[src/rtl/tlb_assoc_refill.sv]
// Fully associative TLB with hardware refill from the page-table walker,
// round-robin victim replacement and global flush. Optional perf counters: TLB_PERF_CNT_EN.
module tlb_assoc_refill #(
   parameter int unsigned ENTRIES  = 32,
   parameter int unsigned VPN_W    = 20,
   parameter int unsigned PPN_W    = 20,
   parameter int unsigned OFFSET_W = 12
) (
   input  logic                      clk,
   input  logic                      rst,
   input  logic                      lk_valid,
   output logic                      lk_ready,
   input  logic [VPN_W+OFFSET_W-1:0] lk_vaddr,
   input  logic                      lk_write,
   output logic                      rsp_valid,
   output logic                      rsp_hit,
   output logic                      rsp_fault,
   output logic [PPN_W+OFFSET_W-1:0] rsp_paddr,
   output logic                      dirty_evt,
   output logic                      ptw_req,
   output logic [VPN_W-1:0]          ptw_vpn,
   input  logic                      ptw_ack,
   input  logic                      ptw_present,
   input  logic [PPN_W-1:0]          ptw_ppn,
   input  logic                      flush,
   output logic [31:0]               hit_cnt,
   output logic [31:0]               miss_cnt
);

   localparam int unsigned IDX_W = $clog2(ENTRIES);
   localparam int          NENT  = ENTRIES;

   typedef enum logic [1:0] {StIdle, StCheck, StWalk, StResp} state_e;

   state_e                    r_state;
   state_e                    w_state_d;

   logic [VPN_W+OFFSET_W-1:0] r_vaddr;
   logic                      r_write;
   logic [ENTRIES-1:0]        r_valid;
   logic [ENTRIES-1:0]        r_dirty;
   logic [VPN_W-1:0]          r_vpn [ENTRIES];
   logic [PPN_W-1:0]          r_ppn [ENTRIES];
   logic [IDX_W-1:0]          r_rr_ptr;
   logic                      r_flush_pend;
   logic                      r_rsp_hit;
   logic                      r_rsp_fault;
   logic [PPN_W+OFFSET_W-1:0] r_rsp_paddr;
   logic                      r_dirty_evt;

   logic [VPN_W-1:0]          w_vpn;
   logic [OFFSET_W-1:0]       w_offset;
   logic                      w_hit;
   logic [IDX_W-1:0]          w_hit_idx;
   logic                      w_has_free;
   logic [IDX_W-1:0]          w_free_idx;
   logic [IDX_W-1:0]          w_victim;
   logic                      w_accept;
   logic                      w_apply_flush;
   logic                      w_check_hit;
   logic                      w_check_miss;
   logic                      w_walk_done;
   logic                      w_install;
   logic                      w_set_dirty;

   assign w_vpn    = r_vaddr[VPN_W+OFFSET_W-1:OFFSET_W];
   assign w_offset = r_vaddr[OFFSET_W-1:0];

   // Refills never duplicate a VPN, so at most one entry can match.
   always_comb begin
      w_hit     = 1'b0;
      w_hit_idx = '0;
      for (int i = 0; i < NENT; i++) begin
         if (r_valid[i] && (r_vpn[i] == w_vpn)) begin
            w_hit     = 1'b1;
            w_hit_idx = IDX_W'(i);
         end
      end
   end

   // Scan downward so the lowest-index invalid entry wins.
   always_comb begin
      w_has_free = 1'b0;
      w_free_idx = '0;
      for (int i = NENT - 1; i >= 0; i--) begin
         if (!r_valid[i]) begin
            w_has_free = 1'b1;
            w_free_idx = IDX_W'(i);
         end
      end
   end

   assign w_victim = w_has_free ? w_free_idx : r_rr_ptr;

   always_comb begin
      w_state_d     = r_state;
      w_accept      = 1'b0;
      w_apply_flush = 1'b0;
      case (r_state)
         StIdle: begin
            if (r_flush_pend) begin
               w_apply_flush = 1'b1;
            end else if (lk_valid) begin
               w_accept  = 1'b1;
               w_state_d = StCheck;
            end
         end
         StCheck: w_state_d = w_hit ? StResp : StWalk;
         StWalk:  if (ptw_ack) w_state_d = StResp;
         StResp:  w_state_d = StIdle;
         default: w_state_d = StIdle;
      endcase
   end

   assign w_check_hit  = (r_state == StCheck) && w_hit;
   assign w_check_miss = (r_state == StCheck) && !w_hit;
   assign w_walk_done  = (r_state == StWalk) && ptw_ack;
   assign w_install    = w_walk_done && ptw_present;
   assign w_set_dirty  = w_check_hit && r_write && !r_dirty[w_hit_idx];

   always_ff @(posedge clk or posedge rst) begin
      if (rst) begin
         r_state      <= StIdle;
         r_vaddr      <= '0;
         r_write      <= 1'b0;
         r_flush_pend <= 1'b0;
         r_rr_ptr     <= '0;
         r_rsp_hit    <= 1'b0;
         r_rsp_fault  <= 1'b0;
         r_rsp_paddr  <= '0;
         r_dirty_evt  <= 1'b0;
      end else begin
         r_state      <= w_state_d;
         r_flush_pend <= flush | (r_flush_pend & ~w_apply_flush);
         r_dirty_evt  <= w_set_dirty;
         if (w_accept) begin
            r_vaddr <= lk_vaddr;
            r_write <= lk_write;
         end
         if (w_check_hit) begin
            r_rsp_hit   <= 1'b1;
            r_rsp_fault <= 1'b0;
            r_rsp_paddr <= {r_ppn[w_hit_idx], w_offset};
         end
         if (w_walk_done) begin
            r_rsp_hit <= 1'b0;
            if (ptw_present) begin
               r_rsp_fault <= 1'b0;
               r_rsp_paddr <= {ptw_ppn, w_offset};
               if (!w_has_free) begin
                  r_rr_ptr <= r_rr_ptr + IDX_W'(1);
               end
            end else begin
               r_rsp_fault <= 1'b1;
               r_rsp_paddr <= '0;
            end
         end
      end
   end

   always_ff @(posedge clk or posedge rst) begin
      if (rst) begin
         r_valid <= '0;
         r_dirty <= '0;
         for (int i = 0; i < NENT; i++) begin
            r_vpn[i] <= '0;
            r_ppn[i] <= '0;
         end
      end else if (w_apply_flush) begin
         r_valid <= '0;
         r_dirty <= '0;
      end else begin
         if (w_set_dirty) begin
            r_dirty[w_hit_idx] <= 1'b1;
         end
         if (w_install) begin
            r_valid[w_victim] <= 1'b1;
            r_dirty[w_victim] <= r_write;
            r_vpn[w_victim]   <= w_vpn;
            r_ppn[w_victim]   <= ptw_ppn;
         end
      end
   end

   assign lk_ready  = (r_state == StIdle) && !r_flush_pend;
   assign ptw_req   = (r_state == StWalk);
   assign ptw_vpn   = w_vpn;
   assign rsp_valid = (r_state == StResp);
   assign rsp_hit   = r_rsp_hit;
   assign rsp_fault = r_rsp_fault;
   assign rsp_paddr = r_rsp_paddr;
   assign dirty_evt = r_dirty_evt;

`ifdef TLB_PERF_CNT_EN
   logic [31:0] r_hit_cnt;
   logic [31:0] r_miss_cnt;

   always_ff @(posedge clk or posedge rst) begin
      if (rst) begin
         r_hit_cnt  <= '0;
         r_miss_cnt <= '0;
      end else if (w_apply_flush) begin
         r_hit_cnt  <= '0;
         r_miss_cnt <= '0;
      end else begin
         if (w_check_hit && (r_hit_cnt != 32'hFFFF_FFFF)) begin
            r_hit_cnt <= r_hit_cnt + 32'd1;
         end
         if (w_check_miss && (r_miss_cnt != 32'hFFFF_FFFF)) begin
            r_miss_cnt <= r_miss_cnt + 32'd1;
         end
      end
   end

   assign hit_cnt  = r_hit_cnt;
   assign miss_cnt = r_miss_cnt;
`else
   logic w_unused_cnt;
   assign w_unused_cnt = w_check_miss;
   assign hit_cnt      = '0;
   assign miss_cnt     = '0;
`endif

endmodule

[config.mk]
export PLATFORM = sky130hd
export DESIGN_NAME = tlb_assoc_refill
export DESIGN_NICKNAME = d
export VERILOG_FILES = /design/src/rtl/tlb_assoc_refill.sv
export SDC_FILE = /design/constraint.sdc
export NUM_CORES = 2
export LEC_CHECK = 0
export ABC_AREA = 1
export CAP_MARGIN = 20
export CELL_PAD_IN_SITES_DETAIL_PLACEMENT = 1
export CELL_PAD_IN_SITES_GLOBAL_PLACEMENT = 1
export CORE_ASPECT_RATIO = 2
export CORE_MARGIN = 2
export CORE_UTILIZATION = 51
export CTS_CLUSTER_DIAMETER = 200
export DETAILED_ROUTE_END_ITERATION = 16
export PLACE_DENSITY = 0.82
export SETUP_SLACK_MARGIN = 0.2
export SYNTH_ARGS = -nofsm -noshare
export SYNTH_HDL_FRONTEND = slang
export SYNTH_SLANG_ARGS = --single-unit
export TNS_END_PERCENT = 30
[constraint.sdc]
create_clock -name clk -period 121.1 [get_ports clk]
set_clock_uncertainty 0.15 [all_clocks]
set_input_delay 30.275 -clock clk [delete_from_list [all_inputs] [get_ports clk]]
set_output_delay 30.275 -clock clk [all_outputs]
set_load 0.1 [all_outputs]
==> run_results.csv <==
group,metric,value,unit
timing,max_clock_freq,28.2,MHz
routing,route.detailed.drc,0,
power,peakVddDrop,0.0202,mV
die,initial_core_util,51.2,%
critical_path,path_class,"primary input to async pin",
global_route,grt_use_total,35.6,%
global_route,grt_pass1_wl,375,mm
clock_network,path_clk_slew,60,ps
yosys,synth_compound_area_share,15.0,%
placement,dp_cells,9548,
yosys,synth_top_family_by_area,"simple AND/OR/NAND/NOR gates",
global_route,grt_overflow,0,
global_route,grt_pass1_vias,62300,
timing,rsz0062_at_grt,"no",
clock_network,ctsResizeCount,0,
yosys,netlist_top_cells_area,"dfrtp_1 (52%), nand2_1 (13%), o21ai_0 (9.7%)",
yosys,async_flop_share,100,%
die,num_rows,190,
yosys,synthAdderAreaFrac,0.0916,%
critical_path,reg2reg_depth,44,
yosys,ys_ff_latch,1420,
min_path,hold_path_end,"r_ppn[435]$_DFFE_PP0P_",
global_route,met3_usage,5.53,%
global_route,grt_util_met1,45.5,%
critical_path,r2r_start,"r_vaddr[31]$_DFFE_PP0P_",
die,die-area,0.137,sq mm
clock_network,clkSinkCount,1420,
critical_path,crit_fanout,109,
routing,viasPerCell,6.14,
timing,fin_hold_ws,336,ps
placement,dp_hpwl,140,mm
yosys,synth_most_common_cell,"nand2_1",
critical_path,worstPathArrival,36070,ps
die,core_area,0.133,sq mm
power,p_leak,33.8,nW
cells_and_area,n_fill_cell,15800,
cells_and_area,seq_area,0.0355,sq mm
critical_path,endpoint_kind,"async pin",
yosys,synthXorXnorAreaFrac,2.19,%
min_path,hp-class,"flip-flop to flip-flop",
yosys,syn_area_per_cell,8.24,sq um
timing,final-hold-violation-count,0,
routing,first_pass_iters,6,
timing,finalSetupViolCount,0,
yosys,synth-edff-count,0,
yosys,synth_warnings,0,
clock_network,cts_made_buffers,134,
placement,place_area,0.0694,sq mm
yosys,synth.distinct_cells,66,
clock_network,insertion_delay,800,ps
clock_network,postCtsHoldBufs,0,
routing,vias,60200,
timing,period_minus_slack,35410,ps
routing,drtIter0Drc,5464,
clock_network,cts.path.max_buffers,3,
routing,wl_per_cell,25.0,microns
min_path,holdPathStages,2,
placement,port_buffers,116,
global_route,grt_max_degree,166,
cells_and_area,drive_above_1_share,6.26,%
cells_and_area,stdcell_count,9812,
critical_path,rrSetupSlack,112450,ps
global_route,gr-usage-met2,59.2,%
yosys,synthMuxAreaShare,0.231,%
power,powerDensity,19.0,mW/mm^2
global_route,antenna_found_initial,3,
critical_path,cp.required,121760,ps
yosys,synth_top_area_share,52.0,%
timing,max_slew_margin,17.1,%
yosys,synth-simple-area-share,22.9,%
yosys,yosysTopAreaCell,"dfrtp_1",
die,io_pins,181,
cells_and_area,syn2layout_area_growth,9.17,%
timing,final_max_slew_viol_count,0,
die,fp.dieH,522,microns
clock_network,cts_tree,"yes",
timing,worst_pin_slew,1240,ps
cells_and_area,final_net_count,8039,
die,fp.dieW,263,microns
yosys,synth_cells,8293,
yosys,synth_ff_type,"dfrtp_1",
cells_and_area,final_cell_area,0.0746,sq mm
clock_network,clockRootBuffer,"clkbuf_16",
clock_network,htreeDepth,4,
yosys,ys_seq_area_share,52.0,%
routing,routed_wirelength,245,mm
timing,setup_tns,0,ps
timing,post-route-period-util,29.2,%
routing,drtAntennaViolNets,0,
flow_run,cap_viol_max_count,0,
cells_and_area,multi_input_comb_area,0.0283,sq mm
yosys,synth_area,0.0683,sq mm
min_path,hold_start,"r_ppn[435]$_DFFE_PP0P_",
critical_path,r2r_end,"rsp_paddr[27]$_DFFE_PP0P_",
global_route,top_usage_layer,"met2",
yosys,synth_common_cells,"nand2_1 (2338), dfrtp_1 (1420), o21ai_0 (1320), nor2_1 (460), clkbuf_1 (453)",
critical_path,startpoint_type,"primary input",
outcome,status,"completed",
placement,gp_congestion,0.876,
clock_network,post-cts-setup-buffer-count,0,
-- layer usage --
metal | part of all wire, % | vias up
li1 | - | 26700
met1 | 41 | 30800
met3 | 6.5 | 618
met5 | 0.0053 | -
met4 | 5.2 | 2
met2 | 48 | 2123
-- cells in the final DEF (no fill, tap or decap), types with 26 or more instances in the layout --
cell type	Yosys	layout
nand3_4	1	26
nand3b_1	146	146
dfrtp_1	1420	1413
or2_2	36	36
nor2_1	460	445
clkbuf_16	0	139
o22ai_1	123	123
o21ai_0	1320	1320
buf_4	131	113
clkbuf_1	453	27
a21oi_1	290	290
conb_1	1	64
clkdlybuf4s50_1	0	116
a221oi_1	39	39
nand3_1	415	391
clkbuf_8	0	36
xnor2_1	70	70
o2111ai_1	30	30
nand4_1	170	170
nor4_1	52	52
inv_1	326	324
xor2_1	101	101
nand2_1	2338	2333
-- worst max-delay path by stage --
stage	slack [ps]	from	endpoint	cells after the start
3_3_place_gp	84690	rst	r_ppn[245]$_DFFE_PP0P_	8
5_1_grt	84960	rst	r_ppn[241]$_DFFE_PP0P_	8
2_1_floorplan	50630	rst	dirty_evt$_DFF_PP0_	1
3_5_place_dp	84680	rst	r_ppn[245]$_DFFE_PP0P_	8
4_1_cts	85500	rst	r_ppn[261]$_DFFE_PP0P_	8
6_report	85690	rst	r_ppn[475]$_DFFE_PP0P_	8
-- sequential cells by signal, indices dropped and copies added (netlist names) --
| name | cells |
|---|---|
| r_valid | 32 |
| r_vpn | 640 |
| r_dirty | 32 |
| r_state | 2 |
| rsp_paddr | 32 |
| r_rr_ptr | 5 |
| r_write | 1 |
| dirty_evt | 1 |
| r_vaddr | 32 |
| r_flush_pend | 1 |
| rsp_fault | 1 |
| rsp_hit | 1 |
| r_ppn | 640 |
-- logic make-up (layout without fill, tap and decap cells) --
logic type,Yosys count,count (layout)
AO/OA/AOI/OAI,1896,1896
multiplexers,14,14
buffers and inverters,1118,844
AND/OR/NAND/NOR,3668,3668
XOR/XNOR,171,171
adder cells (fa/ha/maj),5,5
flip-flops,1420,1420
other,1,66
-- cell type report --
cell class / count / share of cell area [%]
Timing Repair Buffer: 250 / 3.32
Clock inverter: 41 / 0.862
Inverter: 351 / 1.80
Multi-Input combinational cell: 5818 / 38.0
Clock buffer: 202 / 5.47
Tap cell: 1728 / 2.90
Sequential cell: 1420 / 47.7
Antenna cell: 2 / 0.00671
-- critical path, stage by stage --
cell             delay, ps
clkdlybuf4s50_1        490
inv_8                  550
buf_4                  660
buf_4                  720
buf_4                  760
buf_4                  750
buf_4                  850
buf_4                  760
-- stage by stage --
stage,worst slack (ps),power [W],util (%)
after CTS,85500,0.00142,55.6
after floorplan,50630,0.000819,-
after global routing,84960,0.00146,55.9
after global placement,84690,0.000944,52.0
after detailed placement,84680,0.000955,52.0
final,85690,0.00142,55.9
-- power breakdown --
part	switching, W	internal (W)
logic	0.000327	0.0000951
clock network	0.000195	0.000265
registers	0.0000275	0.000508
total	0.000549	0.000868
Note: power is estimated with default switching activity, not from simulation.
